<file path="config.mk">
export PLATFORM = sky130hd
export DESIGN_NAME = instruction_encoder
export DESIGN_NICKNAME = d
export VERILOG_FILES = /design/src/rtl/instruction_encoder.sv
export SDC_FILE = /design/constraint.sdc
export NUM_CORES = 1
export LEC_CHECK = 0
export CAP_MARGIN = 10
export CORE_MARGIN = 2
export CORE_UTILIZATION = 43
export DETAILED_ROUTE_END_ITERATION = 6
export GPL_ROUTABILITY_DRIVEN = 0
export GPL_TIMING_DRIVEN = 0
export MAX_ROUTING_LAYER = met4
export PLACE_DENSITY = 0.8
export SYNTH_ARGS = -nofsm -noshare
export SYNTH_HDL_FRONTEND = slang
export SYNTH_SLANG_ARGS = --single-unit
</file>
<file path="constraint.sdc">
create_clock -name i_clock -period 2.4 [get_ports i_clock]
set_clock_uncertainty 0.15 [all_clocks]
set_input_delay 0.48 -clock i_clock [delete_from_list [all_inputs] [get_ports i_clock]]
set_output_delay 0.48 -clock i_clock [all_outputs]
set_load 0.1 [all_outputs]
</file>
<file path="src/rtl/instruction_encoder.sv">
// Packs field-level debug commands into 32-bit MIPS words and writes them
// into program memory at an auto-incrementing address, tracking fill and HALT.
module instruction_encoder #(
  parameter int unsigned CANT_BITS_INSTRUCCION              = 32,
  parameter int unsigned CANT_BITS_ADDRESS_REGISTROS        = 5,
  parameter int unsigned CANT_BITS_IMMEDIATE                = 16,
  parameter int unsigned CANT_BITS_INSTRUCTION_INDEX_BRANCH = 26,
  parameter int unsigned CANT_BITS_ADDR_MEM                 = 10
) (
  input  logic                                          i_clock,
  input  logic                                          i_reset,
  input  logic                                          i_valid,
  output logic                                          o_ready,
  input  logic [3:0]                                    i_kind,
  input  logic [CANT_BITS_ADDRESS_REGISTROS-1:0]        i_reg_A,
  input  logic [CANT_BITS_ADDRESS_REGISTROS-1:0]        i_reg_B,
  input  logic [CANT_BITS_ADDRESS_REGISTROS-1:0]        i_reg_W,
  input  logic [CANT_BITS_IMMEDIATE-1:0]                i_immediate,
  input  logic [CANT_BITS_INSTRUCTION_INDEX_BRANCH-1:0] i_instruction_index,
  input  logic                                          i_clear,
  output logic                                          o_write_enable,
  output logic [CANT_BITS_ADDR_MEM-1:0]                 o_address,
  output logic [CANT_BITS_INSTRUCCION-1:0]              o_instruction,
  output logic [CANT_BITS_ADDR_MEM:0]                   o_count,
  output logic                                          o_error,
  output logic                                          o_full,
  output logic                                          o_done
);

  localparam int unsigned AW = CANT_BITS_ADDR_MEM;
  localparam int unsigned CW = CANT_BITS_ADDR_MEM + 1;
  localparam int unsigned IW = CANT_BITS_INSTRUCCION;

  localparam logic [1:0] ST_IDLE  = 2'd0;
  localparam logic [1:0] ST_WRITE = 2'd1;
  localparam logic [1:0] ST_FULL  = 2'd2;
  localparam logic [1:0] ST_DONE  = 2'd3;

  localparam logic [3:0] K_SLL  = 4'd0;
  localparam logic [3:0] K_SRL  = 4'd1;
  localparam logic [3:0] K_SRA  = 4'd2;
  localparam logic [3:0] K_JR   = 4'd3;
  localparam logic [3:0] K_JALR = 4'd4;
  localparam logic [3:0] K_BEQ  = 4'd5;
  localparam logic [3:0] K_BNE  = 4'd6;
  localparam logic [3:0] K_J    = 4'd7;
  localparam logic [3:0] K_JAL  = 4'd8;
  localparam logic [3:0] K_HALT = 4'd15;

  logic [1:0]    state_q, state_d;
  logic [AW-1:0] addr_q,  addr_d;
  logic [CW-1:0] count_q, count_d;
  logic [IW-1:0] instr_q, instr_d;
  logic          halt_q,  halt_d;
  logic          error_q, error_d;

  logic [IW-1:0] enc_c;
  logic          kind_ok_c;

  // Field packing; only the fields each format uses reach the word.
  always_comb begin
    enc_c     = '0;
    kind_ok_c = 1'b1;
    case (i_kind)
      K_SLL:  enc_c = {6'd0, 5'd0, i_reg_B, i_reg_W, i_immediate[4:0], 6'd0};
      K_SRL:  enc_c = {6'd0, 5'd0, i_reg_B, i_reg_W, i_immediate[4:0], 6'd2};
      K_SRA:  enc_c = {6'd0, 5'd0, i_reg_B, i_reg_W, i_immediate[4:0], 6'd3};
      K_JR:   enc_c = {6'd0, i_reg_A, 15'd0, 6'd8};
      K_JALR: enc_c = {6'd0, i_reg_A, 5'd0, i_reg_W, 5'd0, 6'd9};
      K_BEQ:  enc_c = {6'd4, i_reg_A, i_reg_B, i_immediate};
      K_BNE:  enc_c = {6'd5, i_reg_A, i_reg_B, i_immediate};
      K_J:    enc_c = {6'd2, i_instruction_index};
      K_JAL:  enc_c = {6'd3, i_instruction_index};
      K_HALT: enc_c = '1;
      default: kind_ok_c = 1'b0;
    endcase
  end

  // Next-state logic; clear overrides everything including a pending increment.
  always_comb begin
    state_d = state_q;
    addr_d  = addr_q;
    count_d = count_q;
    instr_d = instr_q;
    halt_d  = halt_q;
    error_d = 1'b0;
    if (i_clear) begin
      state_d = ST_IDLE;
      addr_d  = '0;
      count_d = '0;
    end else begin
      case (state_q)
        ST_IDLE: begin
          if (i_valid) begin
            if (kind_ok_c) begin
              instr_d = enc_c;
              halt_d  = (i_kind == K_HALT);
              state_d = ST_WRITE;
            end else begin
              error_d = 1'b1;
            end
          end
        end
        ST_WRITE: begin
          addr_d  = addr_q + AW'(1);
          count_d = count_q + CW'(1);
          if (halt_q)                     state_d = ST_DONE;
          else if (addr_q == {AW{1'b1}})  state_d = ST_FULL;
          else                            state_d = ST_IDLE;
        end
        default: ;
      endcase
    end
  end

  always_ff @(posedge i_clock) begin
    if (!i_reset) begin
      state_q <= ST_IDLE;
      addr_q  <= '0;
      count_q <= '0;
      instr_q <= '0;
      halt_q  <= 1'b0;
      error_q <= 1'b0;
    end else begin
      state_q <= state_d;
      addr_q  <= addr_d;
      count_q <= count_d;
      instr_q <= instr_d;
      halt_q  <= halt_d;
      error_q <= error_d;
    end
  end

  assign o_ready        = (state_q == ST_IDLE);
  assign o_write_enable = (state_q == ST_WRITE);
  assign o_full         = (state_q == ST_FULL);
  assign o_done         = (state_q == ST_DONE);
  assign o_address      = addr_q;
  assign o_count        = count_q;
  assign o_instruction  = instr_q;
  assign o_error        = error_q;

endmodule

</file>
==> results.toml, run 1 <==
[power_and_ir_drop]
power.density_nw_per_um2 = 519
pwr-share-clk_pct = 28.6
power_w = 0.00224
p_int_w = 0.00147
p_seq_share_pct = 43.0
pwr-share-comb_pct = 28.4
max-vdd-ir-drop_uv = 283
swShare_pct = 34.4
p_leak_nw = 1.80
p_sw_w = 0.000770

[timing]
hold_viol = 0
slew_violations = 0
min_period_over_period_pct = 95.9
period_minus_slack_ns = 2.30
slew_headroom_pct = 33.2
fmax_mhz = 435
finalWorstSetupSlack_ns = 0.0993
rsz0062_at_grt = "false"
tightest_slew_ns = 1.01
finalSetupViolCount = 0

[synth]
synth_top_area_share_pct = 36.9
ys.warnings.count = 0
yosys.cell_types.count = 49
dominantRegCellSynth = "dfxtp_1"
synth_common_cells = "dfxtp_1 (55), nor2_1 (50), o21ai_0 (28), nand2_1 (27), a21oi_1 (22)"
yosys.area.top_type = "dfxtp_1"
ys_ff_latch = 55
avgSynthCellArea_sq_um = 8.22
syn_inst = 363
synth_seq_area_share_pct = 36.9
synth_area_sq_um = 2980
synth_area_leaders = "dfxtp_1 (37%), nor2_1 (6.3%), o21ai_0 (4.7%), mux2i_1 (4.0%), a21oi_1 (3.7%)"
syn_nets = 430
postSynth.asyncResetShare_pct = 0
yosysMostFrequentCell = "dfxtp_1"
synth_edf_count = 0

[cells_and_area]
nFillCells = 638
area_delta_synth_final_pct = 44.4
fin_nets = 555
stdcell_count = 569
drive_above_1_share_pct = 7.36
post-route-util_pct = 63.7
antennaDiodeCount = 0

[clock_network]
cts_tree = "yes"
clk_pin_slew_ns = 0.10
cts_setup_buffers = 0
clk_path_buf_depth = 2
cts_sinks = 55
numCtsBuffers = 5
clkLatencyLatePin_ns = 0.31
root_buffer = "clkbuf_8"
h-tree-depth = 2

[critical_path]
r2r_setup_slack_ns = 0.40
critPathArrivalTime_ns = 1.67
cpMaxStageDelayCell = "buf_2"
ff2ff_path_depth = 5
cpLargestDelayFamily = "buffers and inverters"
critical-path-max-stage-delay_ns = 0.42
worst_setup_path_end_kind = "output pin"
worst_setup_path_start_kind = "flip-flop"
worstSetupPathType = "flip-flop to output pin"
path_buf_inv = 2
worstPathRequired_ns = 1.77
crit_fanout = 10
r2r_end = "o_instruction[25]"
crit_chain = "clkbuf_1 > and2_1 > buf_2"
rr_startpoint = "state_q[0]"

[flow_run]
maxCapViolations = 0

[placed_design]
dp.cells = 561
pre_cts_ws_ns = -0.305
place.detailed.hpwl_um = 7010
numPortBuffers = 118

[global_route]
overflow = 0
grt_pass1_vias = 3116
grt_pass1_wl_um = 14600
grt_usage_pct = 24.8
antenna_found_initial = 0
grt_max_degree = 19

[die]
die_h_um = 87.3
rows = 30
pin_count = 123
start_util_pct = 44.1
core-area_sq_um = 6760
die_w_um = 87.3
dieArea_sq_um = 7620

[route]
drt-initial-drc-count = 146
vias = 3226
drc_errors = 0
routedWlPerCell_um = 16.2
routed_via_density = 5.67
drt-total-wl_um = 9210
ant_nets = 0
dr.pass1.iters = 4

[min_path]
hp-class = "flip-flop to flip-flop"
hold-path-endpoint = "o_instruction[3]"
hold_depth = 1
hp-start = "o_instruction[3]"

[run_status]
status = "complete, no violations"
==> routing by layer <==
metal | up-vias | GRT usage [%] | wire, um
met3 | 21 | 4.08 | 633
met1 | 1506 | 30.0 | 3820
met5 | - | - | 0
met2 | 147 | 41.6 | 4540
li1 | 1552 | - | -
met4 | 0 | 8.81 | 219
==> repair_timing <==
item | 4_1_cts | 5_1_grt
resized for setup | 72 | 4
hold buffers | 0 | 0
setup endpoints to repair | 58 | 6
==> worst max-delay path by stage <==
stage	startpoint	endpoint	slack [ns]	depth (start not counted)
final	state_q[0]	o_done	0.1	3
after global routing	state_q[0]	o_done	0.03	3
after CTS	state_q[0]	o_write_enable	0.04	3
after detailed placement	state_q[0]	o_write_enable	-0.31	3
after global placement	state_q[0]	o_write_enable	-0.29	3
after floorplan	state_q[0]	o_ready	0.001	2
==> stage by stage <==
step	cell area, sq um	setup TNS, ns	hold WS (ns)
6_report	4310	0	0.343
5_1_grt	4310	0	0.364
4_1_cts	4300	0	0.345
3_5_place_dp	4270	-4.46	0.325
3_3_place_gp	4270	-3.40	0.325
2_1_floorplan	2990	0	0.303
==> placed cells by master, fill, tap and decap left out, drive strengths merged, types with 3 or more instances in the layout <==
| cell | synthesis | final |
|---|---|---|
| mux2i | 12 | 12 |
| clkbuf | 16 | 23 |
| nand2 | 27 | 27 |
| buf | 15 | 16 |
| and3 | 3 | 3 |
| nand2b | 9 | 9 |
| a21boi | 5 | 5 |
| nor2 | 50 | 50 |
| a221oi | 11 | 11 |
| o21ai | 28 | 28 |
| a21oi | 22 | 22 |
| o221ai | 5 | 5 |
| nand4 | 8 | 8 |
| a31oi | 4 | 4 |
| nor2b | 9 | 9 |
| nor3b | 5 | 5 |
| dlygate4sd2 | 0 | 54 |
| clkdlybuf4s50 | 0 | 60 |
| nand3 | 11 | 11 |
| a211oi | 13 | 13 |
| or3 | 3 | 3 |
| nor3 | 7 | 7 |
| dfxtp | 55 | 55 |
| xnor2 | 9 | 9 |
| xor2 | 9 | 9 |
==> power groups by stage <==
stage | clock network [W] | logic (W) | registers [W]
final | 0.000640 | 0.000634 | 0.000962
after global routing | 0.000695 | 0.000666 | 0.000967
after CTS | 0.000650 | 0.000631 | 0.000963
after detailed placement | 0 | 0.000653 | 0.000984
after global placement | 0 | 0.000644 | 0.000984
after floorplan | 0 | 0.000195 | 0.00122
==> sequential cells by signal, indices dropped and copies added (netlist names) <==
| name | flops |
|---|---|
| halt_q | 1 |
| o_address | 10 |
| o_count | 11 |
| o_error | 1 |
| o_instruction | 30 |
| state_q | 2 |
==> logic make-up after synthesis <==
kind of cell | after synthesis | share of synthesized area (%)
AOI/OAI and AO/OA | 99 | 22.5
xor gates and xnor gates | 18 | 5.29
adders and majority gates | 2 | 0.839
buffers and inverters | 33 | 5.62
DFF | 55 | 36.9
muxes | 12 | 4.03
and+or+nand+nor | 144 | 24.8
==> cell type report <==
cell class / count / area (sq um) / share of cell area (%)
flip-flops and latches: 55 / 1100 / 25.6
clock buffers: 5 / 68.8 / 1.60
clock inverters: 3 / 46.3 / 1.07
inverters: 2 / 7.51 / 0.174
plain buffers: 31 / 161 / 3.75
well taps: 80 / 100 / 2.32
repair buffers: 118 / 1100 / 25.7
multi-input cells: 275 / 1720 / 39.9
Power figures use the tool's default switching activity.
==> run 2, diff against run 1 <==
- MAX_ROUTING_LAYER: met4 -> unset
==> results.toml, run 2 (synthesis results as in run 1) <==
[die]
pin_count = 123
start_util_pct = 44.1
rows = 30
die_h_um = 87.3
core-area_sq_um = 6760
die_w_um = 87.3
dieArea_sq_um = 7620

[route]
wl_met2_um = 4490
routed.top_layer = "met4"
drc_errors = 0
ant_nets = 0
routed_via_density = 5.69
drt-total-wl_um = 9210
vias = 3235
routedWlPerCell_um = 16.2
dr.pass1.iters = 4
drt-initial-drc-count = 160
drt-met1-wl_um = 3650
routed-wl-met3_um = 824

[clock_network]
clkLatencyLatePin_ns = 0.31
post_cts_resized = 72
root_buffer = "clkbuf_8"
cts_tree = "yes"
cts_sinks = 55
h-tree-depth = 2
postCtsHoldBufs = 0
clk_pin_slew_ns = 0.10
clk_path_buf_depth = 2
numCtsBuffers = 5
cts_setup_buffers = 0

[flow_run]
maxCapViolations = 0

[timing]
rsz0062_at_grt = "false"
period_minus_slack_ns = 2.29
fmax_mhz = 436
finalSetupViolCount = 0
slew_violations = 0
tns_ns = 0
tightest_slew_ns = 0.999
finalWorstSetupSlack_ns = 0.105
slew_headroom_pct = 33.7
min_period_over_period_pct = 95.6
hold_viol = 0

[cells_and_area]
final_common_cell = "clkdlybuf4s50_1"
nFillCells = 637
multi_input_area_sq_um = 1720
final_cell_mix = "clkdlybuf4s50_1 (60), dfxtp_1 (55), dlygate4sd2_1 (54)"
seqCellArea_sq_um = 1100
final_area_sq_um = 4300
largest_reg_flops = 30
area_delta_synth_final_pct = 44.3
antennaDiodeCount = 0
fin_nets = 555
drive_above_1_share_pct = 7.36
post-route-util_pct = 63.7

[power_and_ir_drop]
pwr-share-comb_pct = 28.3
p_leak_nw = 1.80
p_sw_w = 0.000772
power.density_nw_per_um2 = 520
pwr-share-clk_pct = 28.7
p_int_w = 0.00147
p_seq_share_pct = 43.0
swShare_pct = 34.5
max-vdd-ir-drop_uv = 283

[global_route]
antenna_found_initial = 0
grt_pass1_wl_um = 14700
grt_pass1_vias = 3107
grt_usage_pct = 24.0
grt_max_degree = 19
overflow = 0

[critical_path]
r2r_end = "o_instruction[25]"
worst_setup_path_start_kind = "flip-flop"
ff2ff_path_depth = 5
crit_fanout = 4
worstPathRequired_ns = 1.77
worstSetupPathType = "flip-flop to output pin"
rr_startpoint = "state_q[0]"
critPathArrivalTime_ns = 1.66
worst_setup_path_end_kind = "output pin"
r2r_setup_slack_ns = 0.40

[run_status]
status = "complete, no violations"

[placed_design]
numPortBuffers = 118
place.detailed.hpwl_um = 7010
pre_cts_ws_ns = -0.305
placed_area_sq_um = 4270

[min_path]
hold-path-endpoint = "o_instruction[3]"
hp-class = "flip-flop to flip-flop"
hold_depth = 1
hp-start = "o_instruction[3]"
-- run 2: changes by cell type in the layout (fill, tap and decap cells not counted), sizes merged --
cell    delta
clkbuf     -1
buf        +1
-- run 2: worst max path at each step --
stage	start	to
CTS	state_q[0]	o_write_enable
floorplan	state_q[0]	o_ready
global placement	state_q[0]	o_write_enable
finish	o_instruction[30]	o_instruction[30]
detailed placement	state_q[0]	o_write_enable
global route	state_q[1]	o_full
-- run 2: area by class of cell --
cell class	instances	area share, %
Multi-Input combinational cell	275	39.9
Timing Repair Buffer	118	25.6
Sequential cell	55	25.6
Buffer	31	3.75
Tap cell	80	2.33
Clock buffer	5	1.60
Clock inverter	3	1.08
Inverter	2	0.174
-- run 2: per-layer routing --
| metal | global-route usage (%) | vias to the layer above |
|---|---|---|
| met5 | 0 | - |
| met4 | 8.81 | 0 |
| met3 | 5.50 | 21 |
| met2 | 41.8 | 144 |
| met1 | 28.6 | 1515 |
| li1 | - | 1555 |
-- run 2: worst max-delay path, stage by stage, from the launching register on --
cell and delay [ns]:
dfxtp_1 0.39, buf_4 0.12, dlygate4sd2_1 0.84
-- run 2: per-stage QoR --
stage	hold WS, ns	cells	total power (W)
final	0.343	569	0.00224
after global routing	0.364	569	0.00232
after CTS	0.345	569	0.00224
after detailed placement	0.325	561	0.00164
after global placement	0.325	561	0.00163
after floorplan	0.303	363	0.00141
-- run 2: power groups by stage --
| stage | clock, W | sequential, W | combinational [W] |
|---|---|---|---|
| 3_5_place_dp | 0 | 0.000984 | 0.000653 |
| 2_1_floorplan | 0 | 0.00122 | 0.000195 |
| 5_1_grt | 0.000691 | 0.000967 | 0.000666 |
| 3_3_place_gp | 0 | 0.000984 | 0.000644 |
| 4_1_cts | 0.000650 | 0.000963 | 0.000631 |
| 6_report | 0.000642 | 0.000962 | 0.000634 |
==> run 3, diff against run 2 <==
- CORE_MARGIN: 2 -> unset
==> results.toml, run 3 (synthesis results as in run 1) <==
[clock_network]
root_buffer = "clkbuf_8"
cts_tree = "yes"
h-tree-depth = 2
postCtsHoldBufs = 0
clk_path_buf_depth = 2
cts_sinks = 55
clk_pin_slew_ns = 0.10
numCtsBuffers = 5
clkLatencyLatePin_ns = 0.32

[timing]
slew_violations = 0
period_minus_slack_ns = 2.32
rsz0062_at_grt = "true"
finalSetupViolCount = 0
hold_viol = 0
min_period_over_period_pct = 96.9
whs_ns = 0.333
tightest_slew_ns = 0.997
fmax_mhz = 430
slew_headroom_pct = 33.8

[critical_path]
worstSetupPathType = "flip-flop to output pin"
worst_setup_path_end_kind = "output pin"
worstPathRequired_ns = 1.77
worst_setup_path_start_kind = "flip-flop"
crit_fanout = 4
critPathArrivalTime_ns = 1.69

[die]
die_w_um = 85.3
rows = 29
pin_count = 123
die_h_um = 85.3
start_util_pct = 45.7
dieArea_sq_um = 7270
core-area_sq_um = 6530

[power_and_ir_drop]
max-vdd-ir-drop_uv = 459
power_w = 0.00222
power.density_nw_per_um2 = 517
p_leak_nw = 1.80

[placed_design]
place.detailed.hpwl_um = 6790
dp.cells = 558
numPortBuffers = 118
placed_area_sq_um = 4260

[route]
dr.pass1.iters = 5
drt-initial-drc-count = 93
routedWlPerCell_um = 16.0
drt-total-wl_um = 9060
routed_via_density = 5.66
ant_nets = 0
vias = 3204
drc_errors = 0

[flow_run]
maxCapViolations = 0

[cells_and_area]
fin_nets = 555
antennaDiodeCount = 0
area_delta_synth_final_pct = 44.1
post-route-util_pct = 65.8
final_area_sq_um = 4300
largest_reg_flops = 30
drive_above_1_share_pct = 7.36
final_common_cell = "clkdlybuf4s50_1"
final_cell_mix = "clkdlybuf4s50_1 (60), dfxtp_1 (55), dlygate4sd2_1 (54)"
stdcell_count = 566

[run_status]
status = "complete, no violations"

[min_path]
hp-class = "flip-flop to flip-flop"

[global_route]
overflow = 0
antenna_found_initial = 0
grt_max_degree = 18
grt_pass1_vias = 3104
grt_pass1_wl_um = 14800
grt_usage_pct = 25.7
## run 3: cell types whose count changed in the layout (fill, tap and decap cells not counted)
cell and delta:
clkinvlp_4 -1, buf_1 +1, clkbuf_2 +1, clkbuf_1 -1
## run 3: per-stage QoR
stage	worst slack [ns]	setup TNS, ns
2_1_floorplan	0.00147	0
3_3_place_gp	-0.295	-2.95
3_5_place_dp	-0.299	-3.71
4_1_cts	0.0541	0
5_1_grt	-0.00926	-0.00926
6_report	0.0753	0
## run 3: report_power, final
group	switching [W]	internal, W
sequential	0.0000169	0.000945
combinational	0.000429	0.000206
clock	0.000310	0.000316
total	0.000757	0.00147
## run 3: final timing paths
check | cells past startpoint | end | slack [ns] | start
setup / recovery | 2 | o_instruction[30] | 0.08 | o_instruction[30]
hold / removal | 2 | halt_q | 0.33 | halt_q
setup reg to reg | 5 | o_instruction[24] | 0.39 | state_q[1]
hold reg to reg | 2 | halt_q | 0.33 | halt_q
## run 3: routing by layer
layer  wire (um)  global-route usage (%)  vias to the layer above
li1            -                       -                     1557
met1        3740                    31.3                     1487
met2        4390                    44.5                      140
met3         724                    6.23                       20
met4         198                    8.64                        0
met5           0                       0                        -
## run 3: critical path, cell delays in order, from the launching register on
cell and delay (ns):
dfxtp_1 0.41, buf_4 0.13, dlygate4sd2_1 0.84
## run 3: layout make-up
type / count / area (sq um)
multi-input cells: 275 / 1720
clock inverters: 2 / 38.8
clock buffers: 6 / 72.6
inverters: 2 / 7.51
repair buffers: 118 / 1100
well taps: 77 / 96.3
flip-flops and latches: 55 / 1100
plain buffers: 31 / 163
fillers: 605 / 2230
## run 3: timing repair
action / in CTS / in global routing
resized for setup: 72 / 6
buffers inserted: 0 / 0
setup endpoints to repair: 58 / 6
